## src/rtl/axi_lite_pkg.sv

```systemverilog
`default_nettype none
// +--------------------------------------------------------------------------+
// | axi_lite_pkg: AXI4-Lite bus types, response codes and slave FSM states.  |
// | Revision: 1.0                                                            |
// +--------------------------------------------------------------------------+
package axi_lite_pkg;

  localparam int ADDR_W = 32;
  localparam int DATA_W = 32;
  localparam int STRB_W = DATA_W / 8;

  typedef logic [ADDR_W-1:0] addr_t;
  typedef logic [DATA_W-1:0] data_t;
  typedef logic [STRB_W-1:0] strb_t;
  typedef logic [1:0]        resp_t;

  localparam resp_t RESP_OKAY   = 2'b00;
  localparam resp_t RESP_SLVERR = 2'b10;

  typedef enum logic [1:0] {
    W_IDLE = 2'd0,
    W_ADDR = 2'd1,
    W_DATA = 2'd2,
    W_RESP = 2'd3
  } wr_state_e;

  typedef enum logic [0:0] {
    R_IDLE = 1'b0,
    R_DATA = 1'b1
  } rd_state_e;

endpackage
`default_nettype wire

```

## src/rtl/axi_lite_if.sv

```systemverilog
`default_nettype none
// +--------------------------------------------------------------------------+
// | axi_lite_if: AXI4-Lite five-channel bundle with master/slave modports.   |
// | Revision: 1.0                                                            |
// +--------------------------------------------------------------------------+
interface axi_lite_if;
  import axi_lite_pkg::*;

  addr_t awaddr;
  logic  awvalid;
  logic  awready;
  data_t wdata;
  strb_t wstrb;
  logic  wvalid;
  logic  wready;
  resp_t bresp;
  logic  bvalid;
  logic  bready;
  addr_t araddr;
  logic  arvalid;
  logic  arready;
  data_t rdata;
  resp_t rresp;
  logic  rvalid;
  logic  rready;

  modport master (
    output awaddr, awvalid, wdata, wstrb, wvalid, bready, araddr, arvalid, rready,
    input  awready, wready, bresp, bvalid, arready, rdata, rresp, rvalid
  );

  modport slave (
    input  awaddr, awvalid, wdata, wstrb, wvalid, bready, araddr, arvalid, rready,
    output awready, wready, bresp, bvalid, arready, rdata, rresp, rvalid
  );

endinterface
`default_nettype wire

```

## src/rtl/axi_lite_reg_bank.sv

```systemverilog
`default_nettype none
// +--------------------------------------------------------------------------+
// | axi_lite_reg_bank: register storage with byte-strobe merge, write pulses |
// | and combinational read mux. Revision: 1.0                                |
// +--------------------------------------------------------------------------+
module axi_lite_reg_bank
  import axi_lite_pkg::*;
#(
  parameter int NUM_REGS = 16,
  parameter int IDX_W    = $clog2(NUM_REGS)
) (
  input  logic                             aclk,
  input  logic                             areset_n,
  input  logic                             we,
  input  logic [IDX_W-1:0]                 wr_idx,
  input  data_t                            wr_data,
  input  strb_t                            wr_strb,
  input  logic [IDX_W-1:0]                 rd_idx,
  output data_t                            rd_data,
  output logic [NUM_REGS-1:0][DATA_W-1:0]  regs,
  output logic [NUM_REGS-1:0]              wr_pulse
);

  always_ff @(posedge aclk or negedge areset_n) begin
    if (!areset_n) begin
      regs     <= '0;
      wr_pulse <= '0;
    end else begin
      wr_pulse <= '0;
      if (we) begin
        if (|wr_strb) wr_pulse[wr_idx] <= 1'b1;
        for (int b = 0; b < STRB_W; b++) begin
          if (wr_strb[b]) regs[wr_idx][8*b +: 8] <= wr_data[8*b +: 8];
        end
      end
    end
  end

  // Reads see the pre-commit value when a write lands on the same edge.
  assign rd_data = regs[rd_idx];

endmodule
`default_nettype wire

```

## src/rtl/axi_lite_slave_regs.sv

```systemverilog
`default_nettype none
// +--------------------------------------------------------------------------+
// | axi_lite_slave_regs: AXI4-Lite slave into a register bank. Define        |
// | AXI_LITE_SLVERR_EN for SLVERR on out-of-range access. Revision: 1.0      |
// +--------------------------------------------------------------------------+
module axi_lite_slave_regs
  import axi_lite_pkg::*;
#(
  parameter int NUM_REGS = 16
) (
  input  logic                             aclk,
  input  logic                             areset_n,
  axi_lite_if.slave                        s_axi,
  output logic [NUM_REGS-1:0][DATA_W-1:0]  reg_o,
  output logic [NUM_REGS-1:0]              wr_pulse_o
);

  localparam int IDX_W = $clog2(NUM_REGS);

`ifdef AXI_LITE_SLVERR_EN
  localparam resp_t OOR_RESP = RESP_SLVERR;
`else
  localparam resp_t OOR_RESP = RESP_OKAY;
`endif

  wr_state_e wr_state, wr_next;
  rd_state_e rd_state, rd_next;

  logic  awready, wready, bvalid, arready, rvalid;
  logic  awready_d, wready_d, bvalid_d, arready_d, rvalid_d;
  resp_t bresp, rresp;
  data_t rdata;

  addr_t aw_addr_q;
  data_t w_data_q;
  strb_t w_strb_q;

  logic  aw_hs, w_hs, ar_hs, commit;
  addr_t cm_addr;
  data_t cm_data;
  strb_t cm_strb;
  logic  cm_in_range, ar_in_range;
  data_t bank_rdata;

  function automatic logic in_range(input addr_t a);
    return (a >> 2) < addr_t'(NUM_REGS);
  endfunction

  assign aw_hs       = s_axi.awvalid && awready;
  assign w_hs        = s_axi.wvalid && wready;
  assign ar_hs       = s_axi.arvalid && arready;
  assign cm_in_range = in_range(cm_addr);
  assign ar_in_range = in_range(s_axi.araddr);

  always_ff @(posedge aclk or negedge areset_n) begin
    if (!areset_n) begin
      wr_state  <= W_IDLE;
      rd_state  <= R_IDLE;
      awready   <= 1'b0;
      wready    <= 1'b0;
      bvalid    <= 1'b0;
      arready   <= 1'b0;
      rvalid    <= 1'b0;
      bresp     <= RESP_OKAY;
      rresp     <= RESP_OKAY;
      rdata     <= '0;
      aw_addr_q <= '0;
      w_data_q  <= '0;
      w_strb_q  <= '0;
    end else begin
      wr_state <= wr_next;
      rd_state <= rd_next;
      awready  <= awready_d;
      wready   <= wready_d;
      bvalid   <= bvalid_d;
      arready  <= arready_d;
      rvalid   <= rvalid_d;
      if (aw_hs) aw_addr_q <= s_axi.awaddr;
      if (w_hs) begin
        w_data_q <= s_axi.wdata;
        w_strb_q <= s_axi.wstrb;
      end
      if (commit) bresp <= cm_in_range ? RESP_OKAY : OOR_RESP;
      if (ar_hs) begin
        rdata <= ar_in_range ? bank_rdata : '0;
        rresp <= ar_in_range ? RESP_OKAY : OOR_RESP;
      end
    end
  end

  always_comb begin
    wr_next = wr_state;
    unique case (wr_state)
      W_IDLE: begin
        if (aw_hs && w_hs) wr_next = W_RESP;
        else if (aw_hs)    wr_next = W_ADDR;
        else if (w_hs)     wr_next = W_DATA;
      end
      W_ADDR:  if (w_hs)         wr_next = W_RESP;
      W_DATA:  if (aw_hs)        wr_next = W_RESP;
      W_RESP:  if (s_axi.bready) wr_next = W_IDLE;
      default: wr_next = W_IDLE;
    endcase

    rd_next = rd_state;
    unique case (rd_state)
      R_IDLE:  if (ar_hs)        rd_next = R_DATA;
      R_DATA:  if (s_axi.rready) rd_next = R_IDLE;
      default: rd_next = R_IDLE;
    endcase
  end

  // Ready/valid flops are loaded from the next state so every output is registered.
  always_comb begin
    awready_d = (wr_next == W_IDLE) || (wr_next == W_DATA);
    wready_d  = (wr_next == W_IDLE) || (wr_next == W_ADDR);
    bvalid_d  = (wr_next == W_RESP);
    arready_d = (rd_next == R_IDLE);
    rvalid_d  = (rd_next == R_DATA);
    commit    = (wr_state != W_RESP) && (wr_next == W_RESP);
    cm_addr   = (wr_state == W_ADDR) ? aw_addr_q : s_axi.awaddr;
    cm_data   = (wr_state == W_DATA) ? w_data_q  : s_axi.wdata;
    cm_strb   = (wr_state == W_DATA) ? w_strb_q  : s_axi.wstrb;
  end

  axi_lite_reg_bank #(
    .NUM_REGS (NUM_REGS),
    .IDX_W    (IDX_W)
  ) u_bank (
    .aclk     (aclk),
    .areset_n (areset_n),
    .we       (commit && cm_in_range),
    .wr_idx   (cm_addr[2 +: IDX_W]),
    .wr_data  (cm_data),
    .wr_strb  (cm_strb),
    .rd_idx   (s_axi.araddr[2 +: IDX_W]),
    .rd_data  (bank_rdata),
    .regs     (reg_o),
    .wr_pulse (wr_pulse_o)
  );

  assign s_axi.awready = awready;
  assign s_axi.wready  = wready;
  assign s_axi.bvalid  = bvalid;
  assign s_axi.bresp   = bresp;
  assign s_axi.arready = arready;
  assign s_axi.rvalid  = rvalid;
  assign s_axi.rresp   = rresp;
  assign s_axi.rdata   = rdata;

endmodule
`default_nettype wire

```

## src/flat_wrapper.sv

```systemverilog
// flat-port wrapper written by rule: the top's interface ports become plain ports
module axi_lite_slave_regs_flat import axi_lite_pkg::*;
#(
  parameter int NUM_REGS = 16
)
  (aclk, areset_n, reg_o, wr_pulse_o, s_axi_awaddr, s_axi_awvalid, s_axi_wdata, s_axi_wstrb, s_axi_wvalid, s_axi_bready, s_axi_araddr, s_axi_arvalid, s_axi_rready, s_axi_awready, s_axi_wready, s_axi_bresp, s_axi_bvalid, s_axi_arready, s_axi_rdata, s_axi_rresp, s_axi_rvalid);
  axi_lite_if s_axi_i ();
  input  logic aclk;
  input  logic areset_n;
  output logic [NUM_REGS-1:0][DATA_W-1:0] reg_o;
  output logic [NUM_REGS-1:0] wr_pulse_o;
  input wire logic [$bits(s_axi_i.awaddr)-1:0] s_axi_awaddr;
  input wire logic [$bits(s_axi_i.awvalid)-1:0] s_axi_awvalid;
  input wire logic [$bits(s_axi_i.wdata)-1:0] s_axi_wdata;
  input wire logic [$bits(s_axi_i.wstrb)-1:0] s_axi_wstrb;
  input wire logic [$bits(s_axi_i.wvalid)-1:0] s_axi_wvalid;
  input wire logic [$bits(s_axi_i.bready)-1:0] s_axi_bready;
  input wire logic [$bits(s_axi_i.araddr)-1:0] s_axi_araddr;
  input wire logic [$bits(s_axi_i.arvalid)-1:0] s_axi_arvalid;
  input wire logic [$bits(s_axi_i.rready)-1:0] s_axi_rready;
  output wire logic [$bits(s_axi_i.awready)-1:0] s_axi_awready;
  output wire logic [$bits(s_axi_i.wready)-1:0] s_axi_wready;
  output wire logic [$bits(s_axi_i.bresp)-1:0] s_axi_bresp;
  output wire logic [$bits(s_axi_i.bvalid)-1:0] s_axi_bvalid;
  output wire logic [$bits(s_axi_i.arready)-1:0] s_axi_arready;
  output wire logic [$bits(s_axi_i.rdata)-1:0] s_axi_rdata;
  output wire logic [$bits(s_axi_i.rresp)-1:0] s_axi_rresp;
  output wire logic [$bits(s_axi_i.rvalid)-1:0] s_axi_rvalid;
  assign s_axi_i.awaddr = s_axi_awaddr;
  assign s_axi_i.awvalid = s_axi_awvalid;
  assign s_axi_i.wdata = s_axi_wdata;
  assign s_axi_i.wstrb = s_axi_wstrb;
  assign s_axi_i.wvalid = s_axi_wvalid;
  assign s_axi_i.bready = s_axi_bready;
  assign s_axi_i.araddr = s_axi_araddr;
  assign s_axi_i.arvalid = s_axi_arvalid;
  assign s_axi_i.rready = s_axi_rready;
  assign s_axi_awready = s_axi_i.awready;
  assign s_axi_wready = s_axi_i.wready;
  assign s_axi_bresp = s_axi_i.bresp;
  assign s_axi_bvalid = s_axi_i.bvalid;
  assign s_axi_arready = s_axi_i.arready;
  assign s_axi_rdata = s_axi_i.rdata;
  assign s_axi_rresp = s_axi_i.rresp;
  assign s_axi_rvalid = s_axi_i.rvalid;
  axi_lite_slave_regs #(.NUM_REGS(NUM_REGS)) u_core (.aclk(aclk), .areset_n(areset_n), .s_axi(s_axi_i), .reg_o(reg_o), .wr_pulse_o(wr_pulse_o));
endmodule
```

## config.mk

```make
export PLATFORM = sky130hd
export DESIGN_NAME = axi_lite_slave_regs_flat
export DESIGN_NICKNAME = d
export VERILOG_FILES = /design/src/rtl/axi_lite_pkg.sv /design/src/rtl/axi_lite_if.sv /design/src/rtl/axi_lite_reg_bank.sv /design/src/rtl/axi_lite_slave_regs.sv /design/src/flat_wrapper.sv
export SDC_FILE = /design/constraint.sdc
export NUM_CORES = 1
export LEC_CHECK = 0
export CELL_PAD_IN_SITES_DETAIL_PLACEMENT = 0
export CELL_PAD_IN_SITES_GLOBAL_PLACEMENT = 1
export CORE_ASPECT_RATIO = 0.75
export CORE_MARGIN = 10
export CORE_UTILIZATION = 50
export CTS_CLUSTER_DIAMETER = 200
export DETAILED_ROUTE_END_ITERATION = 10
export DONT_BUFFER_PORTS = 1
export PLACE_DENSITY_LB_ADDON = 0.05
export SYNTH_ARGS = -nofsm -noshare
export SYNTH_HDL_FRONTEND = slang
export SYNTH_SLANG_ARGS = --single-unit
```

## constraint.sdc

```tcl
create_clock -name aclk -period 7.7 [get_ports aclk]
set_clock_uncertainty 0.05 [all_clocks]
set_input_delay 0.385 -clock aclk [delete_from_list [all_inputs] [get_ports aclk]]
set_output_delay 0.385 -clock aclk [all_outputs]
set_load 0.05 [all_outputs]
```

==> results of run 1 <==
-- metal layers --
layer	track usage (%)	part of all wire, %	routed length, um
met4	9.10	3.3	3210
met1	32.9	37	36400
met5	0	0	0
met3	10.3	9.1	8800
met2	46.6	50	48700
-- placed cells by master (no fill, tap or decap), types with 2 or more instances in the layout --
cell type and instances:
conb_1 4, nor4_1 15, a21oi_1 3, dlygate4sd3_1 68, inv_6 3, nor4b_1 2
clkbuf_8 19, inv_1 39, mux4_2 160, nor4bb_1 4, buf_4 13, nor4_2 3
clkbuf_1 12, dfrtp_1 633, and2_1 3, o21ai_0 37, mux2_4 31, mux2i_1 5
nand2_2 2, nand2_1 38, mux2_1 49, nand3_4 41, nand4_1 4, nor2_1 36
and4b_1 2, nand4b_1 4, clkbuf_16 69, clkinv_2 13, a2111oi_4 4, mux2_2 526
a31oi_1 8, nand3_2 25
-- path summary, 6_finish.rpt --
kind | start | cells past startpoint | slack [ns] | endpoint
min in group aclk | s_axi_araddr[5] | 3 | 0.09 | u_core.s_axi.rdata[25]
max in group asynchronous | areset_n | 0 | 6.87 | u_core.u_bank.regs[393]
setup / recovery | u_core.wr_state[1] | 7 | 3.43 | u_core.u_bank.regs[113]
hold / removal | areset_n | 0 | -0.57 | u_core.u_bank.regs[124]
setup reg to reg | u_core.wr_state[1] | 7 | 3.43 | u_core.u_bank.regs[113]
hold reg to reg | u_core.w_data_q[5] | 1 | 0.45 | u_core.w_data_q[5]
-- state kept, by name, indices dropped and copies added, names as in the netlist --
signal / count
u_core.aw_addr_q: 30
u_core.rd_state: 1
u_core.s_axi.arready: 1
u_core.s_axi.awready: 1
u_core.s_axi.bvalid: 1
u_core.s_axi.rdata: 32
u_core.s_axi.wready: 1
u_core.u_bank.regs: 512
u_core.u_bank.wr_pulse: 16
u_core.w_data_q: 32
u_core.w_strb_q: 4
u_core.wr_state: 2
-- Yosys cell counts (all sizes together) --
cell type,count,area [sq um]
dfrtp,633,15800
mux2,606,6940
mux4,160,3600
nand3,66,968
clkbuf,61,233
buf,42,240
nand2,40,150
inv,39,146
o21ai,37,185
nor2,36,135
nor4,18,131
a31oi,8,50.1
mux2i,5,50.1
a2111oi,4,110
nand4,4,25.0
nand4b,4,35.0
nor4bb,4,40.0
a21oi,3,15.0
and2,3,18.8
a211oi,2,20.0
and4b,2,20.0
nor2b,2,12.5
nor4b,2,17.5
and4,1,8.76
conb,1,3.75
nand2b,1,6.26
nor3,1,5.00
o22ai,1,12.5
-- cell type report --
| type | instances | area [sq um] |
|---|---|---|
| Fill cell | 4614 | 24900 |
| Multi-Input combinational cell | 1014 | 12600 |
| Timing Repair Buffer | 81 | 778 |
| Clock inverter | 17 | 121 |
| Inverter | 39 | 146 |
| Clock buffer | 100 | 2030 |
| Sequential cell | 633 | 15800 |
| Tap cell | 780 | 976 |
-- power groups by stage --
| stage | registers [uW] | logic, uW | clock network [uW] |
|---|---|---|---|
| 2_1_floorplan | 3690 | 847 | 0 |
| 3_3_place_gp | 3720 | 1040 | 0 |
| 3_5_place_dp | 3740 | 1070 | 0 |
| 4_1_cts | 3680 | 1100 | 3250 |
| 5_1_grt | 3700 | 1180 | 3380 |
| 6_report | 3680 | 1100 | 3190 |
-- per-stage QoR --
stage,area (sq um),std cells
after floorplan,29000,1789
after global placement,29700,2479
after detailed placement,29700,2479
after CTS,32500,2664
after global routing,32500,2664
final,32500,2664
-- cell families after synthesis --
| family | count (synthesis) | synth area share [%] |
|---|---|---|
| AND/OR/NAND/NOR | 184 | 5.42 |
| buffers and inverters | 142 | 2.13 |
| flip-flops | 633 | 54.6 |
| AO/OA/AOI/OAI | 55 | 1.35 |
| multiplexers | 771 | 36.5 |
| other | 1 | 0.0129 |
==> impl_metrics.ini, run 1 <==
[run_status]
status = finished with violations
violations = hold timing, slew limit

[power]
clock_power_share_pct = 40.0
power.switching_uw = 2190
power_frac_comb_pct = 13.8
power_frac_seq_pct = 46.2
total_power_uw = 7970
leakagePower_uw = 0.0151
internal_power_uw = 5770
p_per_area_mw_per_mm2 = 245
switching_share_pct = 27.6
peakVddDrop_mv = 0.194

[setup_path]
crit_top_cell = buf_4
slowest_delay_ns = 0.75
cp-end-kind = register
critPathBufInv = 2
critPathKind = reg2reg
arrival_ns = 4.70
critPathLaunchType = register
critical_path.top_delay_family = simple AND/OR/NAND/NOR gates
crit_chain = nand2b_1 -> nand4_1 -> a211oi_4 -> buf_4 -> buf_4 -> nand3_2 -> mux2_2
required_ns = 8.13
crit_slowest_cell = buf_4
cp_max_fo = 36

[route]
first_pass_iters = 5
postRouteWirelength_mm = 97.2
vias = 16900
drtIter0Drc = 1250
ant_nets = 0
drt-vias-per-instance = 6.33
detail_route.wl_per_cell_um = 36.5
drc = 0

[layout]
drive_above_1_share_pct = 48.5
num_antenna_cells = 0
final_net_count = 1942
area.growth.synth_to_final_pct = 11.9
fin_util_pct = 56.6

[timing]
post-route-period-util_pct = 55.5
grt_setup_unrepaired = no
setup-tns-final_ns = 0
finalHoldViolCount = 633
period_needed_ns = 4.27
holdWs_ns = -0.568
fmax_mhz = 234
setup_ws_ns = 3.43
tightestPinTransition_ns = 1.62
setup_viol_count_final = 0
maxSlewHeadroom_pct = -7.80
slew_violations = 88

[logic_synthesis]
ys_seq_area_share_pct = 54.6
synth_cell_type_count = 38
synth_seq_cells = 633
synth_area_sq_mm = 0.0290
synthCells = 1786
yosys_warnings = 0
postSynthAreaPerCell_sq_um = 16.3

[cts]
h-tree-depth = 3
ctsHoldBuffers = 68
clkSlewWorstSetupHoldPaths_ns = 0.06
ctsResizeCount = 0
cts_made_buffers = 66
clockBufferDepth = 3
cts_setup_buffers = 0
ctsRootBufferMaster = clkbuf_16
cts_tree = yes
cts.sinks = 633
clock_latency_ns = 0.60

[run]
max_cap_violations = 0

[die]
die_h_um = 229
core_region_area_sq_mm = 0.0574
fp.dieW_um = 298
io_pins = 676
rows = 76
die_area_sq_mm = 0.0682
start_util_pct = 50.5

[placement]
place.gp.congestion = 0.849
io_buffers = 0
dp.final_hpwl_mm = 66.8
place_ws_ns = 3.51

[global_routing]
antenna_found_initial = 1
overflow = 0
grt_pass1_vias = 17300
grtUsageTotal_pct = 27.8
grt_max_degree = 634
grt_pass1_wl_mm = 138

[hold_path]
hp-class = in2async
No activity file was read; power rests on OpenSTA's default activity.
==> inputs of run 2 (changes only) <==
ABC_AREA = 1   (was not set)
CORE_UTILIZATION = 42   (was 50)
clock period = 3.53 ns   (was 7.7 ns; I/O delays follow)
==> impl_metrics.ini, run 2 <==
[cts]
ctsRootBufferMaster = clkbuf_16
clockBufferDepth = 3
h-tree-depth = 3
ctsResizeCount = 0
clock_latency_ns = 0.63
cts_tree = yes
clkSlewWorstSetupHoldPaths_ns = 0.06
cts.sinks = 633
cts_made_buffers = 69

[layout]
final_net_count = 4117
layout_commonest_cell = nand2_1
multi_input_comb_area_sq_mm = 0.0138
area.growth.synth_to_final_pct = 13.5
largest_register = u_core.u_bank.regs
fillers = 7183
ff_latch_area_sq_mm = 0.0158
final_cell_mix = nand2_1, dfrtp_1, nand4_1
finalInstanceArea_sq_mm = 0.0356
drive_above_1_share_pct = 6.89
reg_top3 = u_core.u_bank.regs: 512 flops, u_core.s_axi.rdata: 32 flops, u_core.w_data_q: 32 flops
largest_reg_flops = 512

[logic_synthesis]
synth.most_common_cell = nand2_1
synth_top_area_share_pct = 50.5
yosys_warnings = 0
postSynthAreaPerCell_sq_um = 7.72
synth_area_sq_mm = 0.0313
post-synth-top-area-cell = dfrtp_1
synthCells = 4060
synth_seq_cells = 633
ys_seq_area_share_pct = 50.5
synth_edf_count = 0
synth_cell_type_count = 28
async_reset_ff_share_pct = 100
yosys-top-cells-count = nand2_1, dfrtp_1, nand4_1
synth_area_leaders = dfrtp_1, nand2_1, nand4_1, nand3_1, buf_2
ys.flop_type = dfrtp_1

[timing]
post-route-period-util_pct = 88.9
tightestPinTransition_ns = 1.13
grt_setup_unrepaired = no
setup-tns-final_ns = 0
setup_viol_count_final = 0
fmax_mhz = 319
period_needed_ns = 3.14
maxSlewHeadroom_pct = 24.7
finalHoldViolCount = 0
slew_violations = 0

[die]
fp.dieW_um = 335
rows = 86
core_region_area_sq_mm = 0.0737
start_util_pct = 42.5
die_h_um = 257
io_pins = 676
die_area_sq_mm = 0.0861

[power]
switching_share_pct = 37.6
p_per_area_mw_per_mm2 = 601
power_frac_seq_pct = 37.4
clock_power_share_pct = 35.5
power.switching_uw = 8040
leakagePower_uw = 0.0177
peakVddDrop_mv = 0.503
internal_power_uw = 13300
power_frac_comb_pct = 27.2

[route]
drc = 0
detail_route.wl_per_cell_um = 26.9
vias = 29900
drtIter0Drc = 2921
first_pass_iters = 5
drt-vias-per-instance = 5.95
postRouteWirelength_mm = 136
ant_nets = 0

[setup_path]
cp_max_fo = 19
crit_chain = nand2_2 -> inv_1 -> nand4_1 -> nand3b_1 -> dlygate4sd3_1 -> nor2_4 -> buf_12 -> buf_4 -> nand3_1 -> dlygate4sd3_1 -> nand2_1
crit_slowest_cell = dfrtp_1
critPathLaunchType = register
cp-end-kind = register
reg2reg_depth = 11
arrival_ns = 3.66
critPathKind = reg2reg
slowest_delay_ns = 0.65
required_ns = 4.05
crit_top_cell = dlygate4sd3_1

[global_routing]
overflow = 0
grt_pass1_wl_mm = 197
grt_pass1_vias = 28700
grtUsageTotal_pct = 30.3
grt_max_degree = 634
antenna_found_initial = 0

[hold_path]
hold_depth = 6
hp-class = in2reg

[placement]
io_buffers = 0
dp.final_hpwl_mm = 92.2
placed_cell_area_sq_mm = 0.0321
place.gp.congestion = 0.934

[run]
max_cap_violations = 0

[run_status]
status = complete, no violations
==> run 2: metrics by stage <==
step                std cells  worst slack, ns  total power (uW)  hold WS [ns]  utilization [%]
floorplan                4063             1.37             11500        -0.169                -
global placement         4799            0.761             13400        -0.144             43.5
detailed placement       4799            0.700             13500        -0.146             43.5
CTS                      5022            0.150             21200        -0.823             48.0
global route             5029            0.210             22200       0.00646             48.2
finish                   5030            0.390             21400        0.0115             48.2
==> run 2: logic make-up (layout without fill, tap and decap cells) <==
kind of cell,Yosys count,count (layout),synth area share [%]
and+or+nand+nor,2858,2858,41.0
DFF,633,633,50.5
buffers and inverters,418,416,5.78
AOI/OAI and AO/OA,142,142,2.40
muxes,8,8,0.287
other,1,5,0.0120
==> run 2: power by group through the flow <==
stage                     logic, uW  clock network [uW]  registers [uW]
after floorplan                3480                   0            8050
after global placement         5300                   0            8080
after detailed placement       5390                   0            8110
after CTS                      5560                7700            7980
after global routing           6180                7960            8020
final                          5800                7570            7990
==> run 2: path summary, 6_finish.rpt <==
kind | endpoint | slack (ns) | start
worst max-delay path | u_core.s_axi.rdata[0] | 0.39 | u_core.s_axi.arready
worst min-delay path | u_core.s_axi.rdata[16] | 0.01 | s_axi_araddr[3]
worst max register to register | u_core.s_axi.rdata[0] | 0.39 | u_core.s_axi.arready
worst min register to register | u_core.aw_addr_q[8] | 0.43 | u_core.aw_addr_q[8]
max in group asynchronous | u_core.u_bank.regs[188] | 1.14 | areset_n
min in group asynchronous | u_core.w_data_q[3] | 0.05 | areset_n
==> run 2: layout make-up <==
type | instances | area share (%)
inverters | 77 | 0.841
repair buffers | 217 | 6.04
clock inverters | 17 | 0.672
well taps | 968 | 3.41
multi-input cells | 3012 | 38.7
flip-flops and latches | 633 | 44.5
clock buffers | 105 | 5.78
diodes | 1 | 0.00704
==> run 2: timing repair <==
item | 4_1_cts | 5_1_grt
hold buffers | 101 | 2
buffers inserted | 0 | 2
setup endpoints to repair | 0 | 3
hold endpoints to repair | 1030 | 450
==> run 2: worst max-delay path, delay by kind of cell (launching register included) <==
family                 cells  cell delay (ns)
buffers and inverters      5             1.73
flip-flops                 1             0.65
AND/OR/NAND/NOR            6             0.64
==> run 2: metal layers <==
layer	share of wire, %	up-vias	global-route usage, %
li1	-	13600	-
met2	48	1250	49.7
met3	11	267	12.0
met5	0	-	0
met4	4.6	0	12.1
met1	37	14900	35.1
